File: config.mk
export PLATFORM = sky130hd
export DESIGN_NAME = ft245_sync_device_flat
export DESIGN_NICKNAME = d
export VERILOG_FILES = /design/src/rtl/ft245_sync_device_if.sv /design/src/rtl/ft245_sync_device.sv /design/src/flat_wrapper.sv
export SDC_FILE = /design/constraint.sdc
export NUM_CORES = 1
export LEC_CHECK = 0
export CAP_MARGIN = 5
export CORE_ASPECT_RATIO = 0.9
export CORE_MARGIN = 4
export CORE_UTILIZATION = 30
export CTS_BUF_LIST = sky130_fd_sc_hd__clkbuf_8 sky130_fd_sc_hd__clkbuf_16
export DETAILED_ROUTE_END_ITERATION = 8
export PLACE_DENSITY = 0.49
export REMOVE_ABC_BUFFERS = 1
export SLEW_MARGIN = 0
export SYNTH_ARGS = -nofsm -noshare
export SYNTH_HDL_FRONTEND = slang
export SYNTH_SLANG_ARGS = --single-unit
File: constraint.sdc
create_clock -name ft_clkout -period 8.5 [get_ports ft_clkout]
set_input_delay 2.55 -clock ft_clkout [delete_from_list [all_inputs] [get_ports ft_clkout]]
set_output_delay 2.55 -clock ft_clkout [all_outputs]
set_load 0.05 [all_outputs]
File: src/rtl/ft245_sync_device_if.sv
// ft245_sync_device_if: synchronous FT245 FIFO bus between the FPGA master and the device responder
interface ft245_sync_device_if;
  logic       ft_rxf_n;
  logic       ft_txe_n;
  logic       ft_oe_n;
  logic       ft_rd_n;
  logic       ft_wr_n;
  logic       ft_siwu_n;
  logic [7:0] ft_bus_in;
  logic [7:0] ft_bus_out;
  logic       ft_bus_oe;
  modport master (
    input  ft_rxf_n, ft_txe_n, ft_bus_out, ft_bus_oe,
    output ft_oe_n, ft_rd_n, ft_wr_n, ft_siwu_n, ft_bus_in
  );
  modport slave (
    output ft_rxf_n, ft_txe_n, ft_bus_out, ft_bus_oe,
    input  ft_oe_n, ft_rd_n, ft_wr_n, ft_siwu_n, ft_bus_in
  );
endinterface

File: src/rtl/ft245_sync_device.sv
// ft245_sync_device: FTDI-side responder for the synchronous FT245 bus with host-side RX/TX FIFOs
module ft245_sync_device #(
  parameter int AW       = 4,
  parameter int TXE_HOLD = 0
) (
  input  logic                 ft_clkout,
  input  logic                 rst,
  ft245_sync_device_if.slave   ft,
  input  logic [7:0]           host_wdata,
  input  logic                 host_wvalid,
  output logic                 host_wready,
  output logic [7:0]           host_rdata,
  output logic                 host_rvalid,
  input  logic                 host_rready,
  output logic                 host_flush,
  output logic [2:0]           err
);
  localparam int D = 1 << AW;
  localparam logic [AW:0] FULL = (AW+1)'(D);
  logic [7:0]    rx_mem [D];
  logic [7:0]    tx_mem [D];
  logic [AW-1:0] rx_wp, rx_rp, tx_wp, tx_rp;
  logic [AW:0]   rx_cnt, tx_cnt, rx_cnt_nx, tx_cnt_nx;
  logic [1:0]    hold_cnt, hold_nx;
  logic          rx_push, rx_pop, tx_push, tx_pop;
  assign host_wready = rx_cnt != FULL;
  assign host_rvalid = tx_cnt != '0;
  assign host_rdata  = host_rvalid ? tx_mem[tx_rp] : '0;
  assign ft.ft_bus_out = rx_cnt != '0 ? rx_mem[rx_rp] : '0;
  assign rx_push = host_wvalid & host_wready;
  assign rx_pop  = ~ft.ft_rd_n & ~ft.ft_oe_n & ~ft.ft_rxf_n & ft.ft_wr_n;
  assign tx_push = ~ft.ft_wr_n & ~ft.ft_txe_n & ft.ft_rd_n;
  assign tx_pop  = host_rvalid & host_rready;
  always_comb begin
    rx_cnt_nx = rx_cnt + (AW+1)'(rx_push) - (AW+1)'(rx_pop);
    tx_cnt_nx = tx_cnt + (AW+1)'(tx_push) - (AW+1)'(tx_pop);
    // hold timer reloads on the cycle the TX FIFO drops out of full
    hold_nx   = (tx_cnt == FULL && tx_cnt_nx != FULL) ? 2'(TXE_HOLD) :
                hold_cnt != '0 ? hold_cnt - 2'd1 : '0;
  end
  always_ff @(posedge ft_clkout) begin
    if (rx_push) rx_mem[rx_wp] <= host_wdata;
    if (tx_push) tx_mem[tx_wp] <= ft.ft_bus_in;
  end
  always_ff @(posedge ft_clkout) begin
    if (rst) begin
      rx_wp        <= '0;
      rx_rp        <= '0;
      tx_wp        <= '0;
      tx_rp        <= '0;
      rx_cnt       <= '0;
      tx_cnt       <= '0;
      hold_cnt     <= '0;
      ft.ft_rxf_n  <= 1'b1;
      ft.ft_txe_n  <= 1'b1;
      ft.ft_bus_oe <= 1'b0;
      host_flush   <= 1'b0;
      err          <= '0;
    end else begin
      rx_wp        <= rx_wp + AW'(rx_push);
      rx_rp        <= rx_rp + AW'(rx_pop);
      tx_wp        <= tx_wp + AW'(tx_push);
      tx_rp        <= tx_rp + AW'(tx_pop);
      rx_cnt       <= rx_cnt_nx;
      tx_cnt       <= tx_cnt_nx;
      hold_cnt     <= hold_nx;
      ft.ft_rxf_n  <= rx_cnt_nx == '0;
      ft.ft_txe_n  <= tx_cnt_nx == FULL || hold_nx != '0;
      ft.ft_bus_oe <= ~ft.ft_oe_n;
      host_flush   <= ~ft.ft_siwu_n;
      err          <= err | {~ft.ft_rd_n & ~ft.ft_wr_n, ~ft.ft_wr_n & ft.ft_txe_n, ~ft.ft_rd_n & ft.ft_rxf_n};
    end
  end
endmodule
File: src/flat_wrapper.sv
// flat-port wrapper written by rule: the top's interface ports become plain ports
module ft245_sync_device_flat 
#(
  parameter int AW       = 4,
  parameter int TXE_HOLD = 0
)
  (ft_clkout, rst, host_wdata, host_wvalid, host_wready, host_rdata, host_rvalid, host_rready, host_flush, err, ft_ft_rxf_n, ft_ft_txe_n, ft_ft_bus_out, ft_ft_bus_oe, ft_ft_oe_n, ft_ft_rd_n, ft_ft_wr_n, ft_ft_siwu_n, ft_ft_bus_in);
  ft245_sync_device_if ft_i ();
  input  logic ft_clkout;
  input  logic rst;
  input  logic [7:0] host_wdata;
  input  logic host_wvalid;
  output logic host_wready;
  output logic [7:0] host_rdata;
  output logic host_rvalid;
  input  logic host_rready;
  output logic host_flush;
  output logic [2:0] err;
  output wire logic [$bits(ft_i.ft_rxf_n)-1:0] ft_ft_rxf_n;
  output wire logic [$bits(ft_i.ft_txe_n)-1:0] ft_ft_txe_n;
  output wire logic [$bits(ft_i.ft_bus_out)-1:0] ft_ft_bus_out;
  output wire logic [$bits(ft_i.ft_bus_oe)-1:0] ft_ft_bus_oe;
  input wire logic [$bits(ft_i.ft_oe_n)-1:0] ft_ft_oe_n;
  input wire logic [$bits(ft_i.ft_rd_n)-1:0] ft_ft_rd_n;
  input wire logic [$bits(ft_i.ft_wr_n)-1:0] ft_ft_wr_n;
  input wire logic [$bits(ft_i.ft_siwu_n)-1:0] ft_ft_siwu_n;
  input wire logic [$bits(ft_i.ft_bus_in)-1:0] ft_ft_bus_in;
  assign ft_ft_rxf_n = ft_i.ft_rxf_n;
  assign ft_ft_txe_n = ft_i.ft_txe_n;
  assign ft_ft_bus_out = ft_i.ft_bus_out;
  assign ft_ft_bus_oe = ft_i.ft_bus_oe;
  assign ft_i.ft_oe_n = ft_ft_oe_n;
  assign ft_i.ft_rd_n = ft_ft_rd_n;
  assign ft_i.ft_wr_n = ft_ft_wr_n;
  assign ft_i.ft_siwu_n = ft_ft_siwu_n;
  assign ft_i.ft_bus_in = ft_ft_bus_in;
  ft245_sync_device #(.AW(AW), .TXE_HOLD(TXE_HOLD)) u_core (.ft_clkout(ft_clkout), .rst(rst), .ft(ft_i), .host_wdata(host_wdata), .host_wvalid(host_wvalid), .host_wready(host_wready), .host_rdata(host_rdata), .host_rvalid(host_rvalid), .host_rready(host_rready), .host_flush(host_flush), .err(err));
endmodule
==> results of run 1 <==
==> how the worst min path moves through the flow <==
stage | start | end | slack, ps
global placement | u_core.hold_cnt[0] | u_core.hold_cnt[0] | 410
floorplan | u_core.hold_cnt[0] | u_core.hold_cnt[0] | 400
global route | u_core.hold_cnt[0] | u_core.hold_cnt[0] | 450
detailed placement | u_core.hold_cnt[0] | u_core.hold_cnt[0] | 420
CTS | u_core.hold_cnt[0] | u_core.hold_cnt[0] | 430
finish | u_core.hold_cnt[0] | u_core.hold_cnt[0] | 430
==> cell families after synthesis <==
family,count (synthesis),synth area share (%)
compound gates,31,1.62
xor+xnor,16,1.19
fa+ha+maj,22,2.46
buf+inv,48,2.54
flops,291,71.1
mux,96,16.6
simple gates,104,4.43
==> cells in the mapped netlist, types with 4 or more instances <==
| library cell | n | share of area [%] |
|---|---|---|
| buf_2 | 6 | 0.25 |
| mux4_2 | 11 | 2.1 |
| a21oi_1 | 8 | 0.34 |
| nor2b_1 | 15 | 0.80 |
| o22ai_1 | 16 | 0.85 |
| mux2i_1 | 32 | 2.7 |
| buf_6 | 8 | 0.76 |
| nor3_1 | 8 | 0.34 |
| mux4_1 | 53 | 12 |
| nand3b_1 | 4 | 0.25 |
| ha_1 | 20 | 2.1 |
| dfxtp_1 | 35 | 5.9 |
| inv_1 | 18 | 0.57 |
| nor2_1 | 47 | 1.5 |
| nand3_1 | 9 | 0.38 |
| xnor2_1 | 10 | 0.74 |
| nand2_1 | 7 | 0.22 |
| edfxtp_1 | 256 | 65 |
| nand2b_1 | 5 | 0.27 |
| clkbuf_1 | 9 | 0.29 |
| xor2_1 | 6 | 0.45 |
==> cell type report <==
class | instances | area (um2)
Clock inverter | 21 | 151
Timing Repair Buffer | 58 | 556
Clock buffer | 38 | 917
Tap cell | 525 | 657
Inverter | 18 | 67.6
Fill cell | 3578 | 24700
Sequential cell | 291 | 8390
Multi-Input combinational cell | 269 | 3100
==> cells in the final DEF, fill, tap and decap left out, types with 2 or more instances in the layout <==
| cell type | count |
|---|---|
| bufinv_16 | 2 |
| clkbuf_8 | 3 |
| nand2_1 | 7 |
| dfxtp_1 | 31 |
| a21oi_1 | 8 |
| inv_1 | 27 |
| xnor2_1 | 10 |
| a21o_1 | 2 |
| nor2_1 | 47 |
| edfxtp_1 | 256 |
| clkinv_1 | 5 |
| xor2_1 | 6 |
| o22ai_1 | 16 |
| fa_1 | 2 |
| o21bai_1 | 2 |
| nand3b_1 | 4 |
| ha_1 | 20 |
| clkinv_4 | 2 |
| clkdlybuf4s50_1 | 48 |
| clkbuf_16 | 35 |
| nand2b_1 | 5 |
| mux2i_1 | 32 |
| mux4_2 | 11 |
| mux4_1 | 53 |
| dfxtp_2 | 4 |
| nor3_1 | 8 |
| nand3_1 | 9 |
| nor2b_1 | 15 |
| buf_4 | 10 |
==> metrics by stage <==
stage | util, % | instance area [um2] | hold WS [ps]
after floorplan | - | 11600 | 398
after global placement | 33.2 | 12800 | 410
after detailed placement | 33.2 | 12800 | 418
after CTS | 35.9 | 13800 | 427
after global routing | 35.9 | 13800 | 446
final | 35.9 | 13800 | 434
==> per-layer routing <==
| metal | share of wire [%] | vias up | wire length (um) | global-route usage [%] |
|---|---|---|---|---|
| li1 | - | 2577 | - | - |
| met5 | 0 | - | 0 | 0 |
| met3 | 4.7 | 31 | 1150 | 2.45 |
| met1 | 46 | 2859 | 11300 | 15.6 |
| met2 | 47 | 107 | 11600 | 18.8 |
| met4 | 2.0 | 0 | 487 | 3.25 |
==> power breakdown <==
part	leakage, nW	internal (mW)	switching [mW]
clock	0.554	0.831	0.552
combinational	1.30	0.361	0.494
sequential	2.60	1.61	0.0815
total	4.45	2.81	1.13
==> worst register-to-register path, stage by stage (launching register included) <==
cell and delay (ps):
dfxtp_1 310, inv_1 80, ha_1 170, nand2_1 50, nor2_1 200, nor2b_1 110, ha_1 290, inv_1 70
ha_1 170, inv_1 60, fa_1 420, nand2b_1 160, a21oi_1 170, xnor2_1 180, a31oi_1 150, nor4b_1 240
==> sequential cells by signal (all words and copies together), names as in the netlist <==
signal / count
u_core.rx_mem: 128
u_core.err: 3
u_core.ft.ft_bus_oe: 1
u_core.rx_rp: 4
u_core.ft.ft_txe_n: 1
u_core.rx_cnt: 5
u_core.rx_wp: 4
u_core.tx_cnt: 5
u_core.host_flush: 1
u_core.hold_cnt: 2
u_core.tx_mem: 128
u_core.tx_rp: 4
u_core.tx_wp: 4
u_core.ft.ft_rxf_n: 1
==> results.yml, run 1 <==
flow_run:
  maxCapViolations: 0
sta:
  worst_clock_skew_ps: 18.1
  post-route-period-util_pct: 69.4
  max-slew-margin-rel_pct: 22.1
  drv_slew: 0
  hold_viol: 0
  setup_ws_ps: 2600
  fmax_ghz: 0.169
  worst_pin_slew_ps: 1160
  fin_crit_ps: 5900
  fin_setup_tns_ps: 0
  setup_violations: 0
  rsz0062_at_grt: "false"
synthesis:
  yosysWarnings: 0
  synth-edff-count: 256
  syn_inst: 608
  ys_ff_latch: 291
  synth-seq-area-share_pct: 71.1
  ys_types: 40
  async_flop_share_pct: 0
  syn_area_per_cell_um2: 19.4
  yosys_most_used_dff: "edfxtp_1"
  synth_area_um2: 11800
critical_path:
  reg2reg_setup_slack_ps: 5560
  cp-endpoint: "host_rdata[2]"
  critPathCaptureType: "primary output"
  crit_start: "u_core.tx_rp[0]"
  cp.arrival_ps: 3350
  crit_cells: 4
  ff2ff_path_depth: 15
  slowest_delay_ps: 1030
  path_buf_inv: 1
  cp-start-kind: "flip-flop"
  cpLargestDelayFamily: "flip-flops"
  rr_startpoint: "u_core.tx_cnt[3]"
  critPathRequiredTime_ps: 5950
  worstPathMaxFanout: 33
  r2r_end: "u_core.hold_cnt[0]"
  slowest_stage: "dfxtp_2"
  path_class: "reg -> out"
  crit_chain: "mux4_1 > mux2i_1 > o22ai_1 > clkdlybuf4s50_1"
place:
  hpwl_um: 15100
  gp_congestion: 0.703
  place_inst: 1161
  portBuffers: 48
  dp_slack_ps: 2910
clock_network:
  cts_setup_buffers: 0
  cts.clk_slew.worst_paths_ps: 50
  cts_tree: "built"
  cts.repair.resized: 0
  numCtsBuffers: 34
  htree_levels: 2
  hold_buffers: 0
  cts.sinks: 291
  cts_buffer_depth: 3
  clock_latency_ps: 510
  clk_root_buffer_cell: "clkbuf_16"
cells_and_area:
  synthToLayoutAreaGrowth_pct: 17.4
  instances_no_fill: 1220
  layout.nets: 718
  post_route_cells_drive_above_1_share_pct: 10.6
  diodes: 0
global_routing:
  grt_pass1_wl_um: 36700
  grt_usage_pct: 11.5
  grt_pass1_vias: 5974
  antenna_found_initial: 0
  grt_max_degree: 36
  grt_remaining_overflow: 0
drt:
  first_pass_iters: 4
  routed_wl_um: 24500
  drtAntennaViolNets: 0
  drc: 0
  vias: 5574
  via_per_inst: 4.57
  wl_per_cell_um: 20.1
  drt-initial-drc-count: 330
worst_hold_path:
  min_path_type: "reg -> reg"
  holdPathStages: 1
die:
  coreArea_um2: 38500
  die_area_um2: 42500
  initial_core_util_pct: 30.6
  rows: 68
  io_pins: 49
  die_y_um: 196
  dieWidth_um: 217
pwr:
  ir_drop_mv: 0.202
  leakagePower_nw: 4.45
  power_mw: 3.93
  power.density_nw_per_um2: 284
status:
  run_status: "finished, final reports clean"
No activity file was read; power rests on OpenSTA's default activity.
==> run 2: changes to the inputs <==
- PLACE_DENSITY: 0.49 -> 0.51
- clock period: 8.5 -> 4.85 ns (I/O delays scaled with it)
==> results.yml, run 2 (synthesis results as in run 1) <==
clock_network:
  cts_setup_buffers: 0
  clk_root_buffer_cell: "clkbuf_16"
  cts_buffer_depth: 3
  cts.repair.resized: 0
  cts.clk_slew.worst_paths_ps: 60
  cts_tree: "built"
  htree_levels: 1
  cts.sinks: 291
  hold_buffers: 0
  numCtsBuffers: 30
  clock_latency_ps: 560
global_routing:
  grt_remaining_overflow: 0
  grt_pass1_vias: 5975
  grt_usage_pct: 10.7
  grt_max_degree: 35
  antenna_found_initial: 2
  grt_pass1_wl_um: 35500
die:
  initial_core_util_pct: 30.6
  io_pins: 49
  die_area_um2: 42500
  die_y_um: 196
  coreArea_um2: 38500
  dieWidth_um: 217
  rows: 68
place:
  hpwl_um: 15300
  portBuffers: 48
  gp_congestion: 0.746
critical_path:
  path_class: "reg -> out"
  critPathCaptureType: "primary output"
  critPathRequiredTime_ps: 3390
  cp-start-kind: "flip-flop"
  worstPathMaxFanout: 32
  cp.arrival_ps: 2960
drt:
  via_per_inst: 4.58
  dr_wl_met2_um: 11700
  top_layer: "met5"
  met1_length_um: 9670
  wl_per_cell_um: 18.8
  routed_wl_um: 23100
  met3_length_um: 1290
  first_pass_iters: 4
  drt-initial-drc-count: 378
  drc: 0
  vias: 5605
  drtAntennaViolNets: 0
sta:
  rsz0062_at_grt: "false"
  post-route-period-util_pct: 91.0
  hold_viol: 0
  worst_pin_slew_ps: 968
  fmax_ghz: 0.227
  fin_setup_tns_ps: 0
  worst_clock_skew_ps: 13.7
  fin_crit_ps: 4410
  drv_slew: 0
  setup_violations: 0
  max-slew-margin-rel_pct: 35.2
cells_and_area:
  post_route_cells_drive_above_1_share_pct: 10.9
  final_common_cell: "edfxtp_1"
  final_cell_mix: "256 x edfxtp_1, 53 x mux4_1, 48 x clkdlybuf4s50_1, 47 x nor2_1, 33 x dfxtp_1"
  reg_top3: "u_core.rx_mem x128, u_core.tx_mem x128"
  synthToLayoutAreaGrowth_pct: 16.8
  layout.nets: 724
  final_util_pct: 35.7
pwr:
  ir_drop_mv: 0.363
  leakagePower_nw: 4.43
  power.density_nw_per_um2: 481
status:
  run_status: "finished, final reports clean"
flow_run:
  maxCapViolations: 0
worst_hold_path:
  min_path_type: "reg -> reg"
==> run 2: stage by stage <==
stage	setup WS (ps)	cell area [um2]	power, mW	hold slack, ps	std cells
2_1_floorplan	869	11600	4.03	398	578
3_3_place_gp	627	12900	4.53	409	1171
3_5_place_dp	557	12900	4.58	428	1171
4_1_cts	357	13800	6.71	437	1224
5_1_grt	320	13800	6.94	458	1224
6_report	439	13800	6.63	432	1225
==> run 2: final cells by class <==
cell class	instances	area [um2]
clock inverters	23	161
well taps	525	657
multi-input cells	269	3100
repair buffers	68	643
clock buffers	30	751
diodes	1	2.50
inverters	18	67.6
fillers	3538	24800
flip-flops and latches	291	8390
==> run 2: per-layer routing <==
layer  track usage (%)  vias to the layer above
li1                  -                     2589
met1              13.4                     2840
met3              2.46                       37
met4              2.52                        2
met5                 0                        -
met2              19.0                      137
==> run 2: worst max-delay path: stages, from the launching register on <==
cell	delay, ps
dfxtp_2	380
buf_12	250
mux4_1	600
mux2i_1	260
o22ai_1	180
clkdlybuf4s50_1	730
==> run 2: worst paths after layout <==
check / start / end / slack [ps] / depth (start not counted)
setup reg to reg: u_core.tx_cnt[3] / u_core.hold_cnt[0] / 1890 / 15
hold / removal: u_core.hold_cnt[0] / u_core.hold_cnt[0] / 430 / 1
setup / recovery: u_core.rx_rp[0] / ft_ft_bus_out[2] / 440 / 5
hold reg to reg: u_core.hold_cnt[0] / u_core.hold_cnt[0] / 430 / 1
==> run 2: power by group <==
part           internal, mW  switching, mW  total, mW
clock network          1.22          0.898       2.12
registers              2.83         0.0594       2.89
logic                 0.654          0.970       1.62
total                  4.70           1.93       6.63
==> run 3: changes to the inputs <==
- CORE_UTILIZATION: 30 -> 48
- PLACE_DENSITY: 0.51 -> 0.72
==> results.yml, run 3 (synthesis results as in run 1) <==
status:
  run_status: "finished, final reports clean"
worst_hold_path:
  min-delay-start: "u_core.hold_cnt[0]"
  min_path_type: "reg -> reg"
die:
  dieWidth_um: 173
  initial_core_util_pct: 48.7
  io_pins: 49
  coreArea_um2: 24200
  rows: 54
  die_area_um2: 27100
  die_y_um: 157
sta:
  rsz0062_at_grt: "false"
  holdWs_ps: 423
  worst_pin_slew_ps: 996
  hold_viol: 0
  post-route-period-util_pct: 94.6
  setup_violations: 0
  max-slew-margin-rel_pct: 33.4
  worst_clock_skew_ps: 9.40
  fin_crit_ps: 4590
  drv_slew: 0
  fmax_ghz: 0.218
  fin_setup_tns_ps: 0
  setup_ws_ps: 264
cells_and_area:
  diodes: 0
  final_common_cell: "edfxtp_1"
  layout.nets: 719
  final_cell_mix: "256 x edfxtp_1, 53 x mux4_1, 48 x clkdlybuf4s50_1, 47 x nor2_1, 34 x dfxtp_1"
  design_area_um2: 13500
  instances_no_fill: 1003
  reg_top3: "u_core.rx_mem x128, u_core.tx_mem x128"
  post_route_cells_drive_above_1_share_pct: 10.4
  synthToLayoutAreaGrowth_pct: 14.2
flow_run:
  maxCapViolations: 0
global_routing:
  grt_remaining_overflow: 0
  grt_usage_pct: 15.9
  grt_max_degree: 35
  antenna_found_initial: 0
  grt_pass1_wl_um: 34000
  grt_pass1_vias: 6063
drt:
  wl_per_cell_um: 21.3
  drtAntennaViolNets: 0
  met3_length_um: 987
  drt-initial-drc-count: 440
  top_layer: "met4"
  met1_length_um: 9490
  drc: 0
  routed_wl_um: 21400
  via_per_inst: 5.65
  first_pass_iters: 5
  vias: 5668
  dr_wl_met2_um: 10500
clock_network:
  cts_tree: "built"
  hold_buffers: 0
  numCtsBuffers: 29
  cts.clk_slew.worst_paths_ps: 60
  cts.sinks: 291
  clock_latency_ps: 520
  clk_root_buffer_cell: "clkbuf_16"
  htree_levels: 1
  cts_setup_buffers: 0
  cts_buffer_depth: 3
  cts.repair.resized: 0
place:
  gp_congestion: 0.790
  portBuffers: 48
  place_area_um2: 12600
  place_inst: 950
  dp_slack_ps: 623
  hpwl_um: 13900
critical_path:
  rr_startpoint: "u_core.tx_cnt[2]"
  worstPathMaxFanout: 32
  critPathCaptureType: "primary output"
  critPathRequiredTime_ps: 3390
  cp.arrival_ps: 3130
  cp-start-kind: "flip-flop"
  crit_start: "u_core.rx_rp[0]"
  path_class: "reg -> out"
pwr:
  power.density_nw_per_um2: 488
  ir_drop_mv: 0.287
  leakagePower_nw: 4.41
[run 3: cell count changes in the layout (fill, tap and decap cells not counted), sizes merged]
cell      previous run  this run
buf                 20        16
clkinv              11        10
inv                 26        28
clkinvlp             2         1
diode                1         0
[run 3: worst paths after layout]
path                         to  cells past startpoint  slack, ps
min reg2reg  u_core.hold_cnt[0]                      1        420
max            ft_ft_bus_out[0]                      5        260
min          u_core.hold_cnt[0]                      1        420
max reg2reg  u_core.hold_cnt[0]                     15       1920
[run 3: layout make-up]
| type | instances | area, um2 |
|---|---|---|
| clock buffers | 30 | 751 |
| clock inverters | 23 | 160 |
| fillers | 1788 | 10700 |
| inverters | 18 | 67.6 |
| multi-input cells | 269 | 3100 |
| flip-flops and latches | 291 | 8390 |
| well taps | 308 | 385 |
| repair buffers | 64 | 613 |
[run 3: critical path, cell delays in order (launching register included)]
cell             delay (ps)
dfxtp_1                 350
buf_4                   470
mux4_1                  610
mux2i_1                 240
o22ai_1                 130
clkdlybuf4s50_1         760
[run 3: per-layer routing]
metal / up-vias / track usage [%]
met5: - / 0
met2: 150 / 26.8
met1: 2902 / 22.4
met3: 30 / 2.63
met4: 0 / 3.23
li1: 2586 / -
[run 3: where the power goes]
part | internal, mW | leakage [nW] | switching [mW]
registers | 2.83 | 2.59 | 0.0655
logic | 0.649 | 1.34 | 0.939
clock network | 1.22 | 0.481 | 0.877
total | 4.70 | 4.41 | 1.88
[run 3: through the flow]
| step | util, % | total power, mW |
|---|---|---|
| CTS | 55.7 | 6.64 |
| detailed placement | 51.9 | 4.54 |
| floorplan | - | 4.03 |
| global route | 55.7 | 6.88 |
| global placement | 51.9 | 4.47 |
| finish | 55.7 | 6.58 |
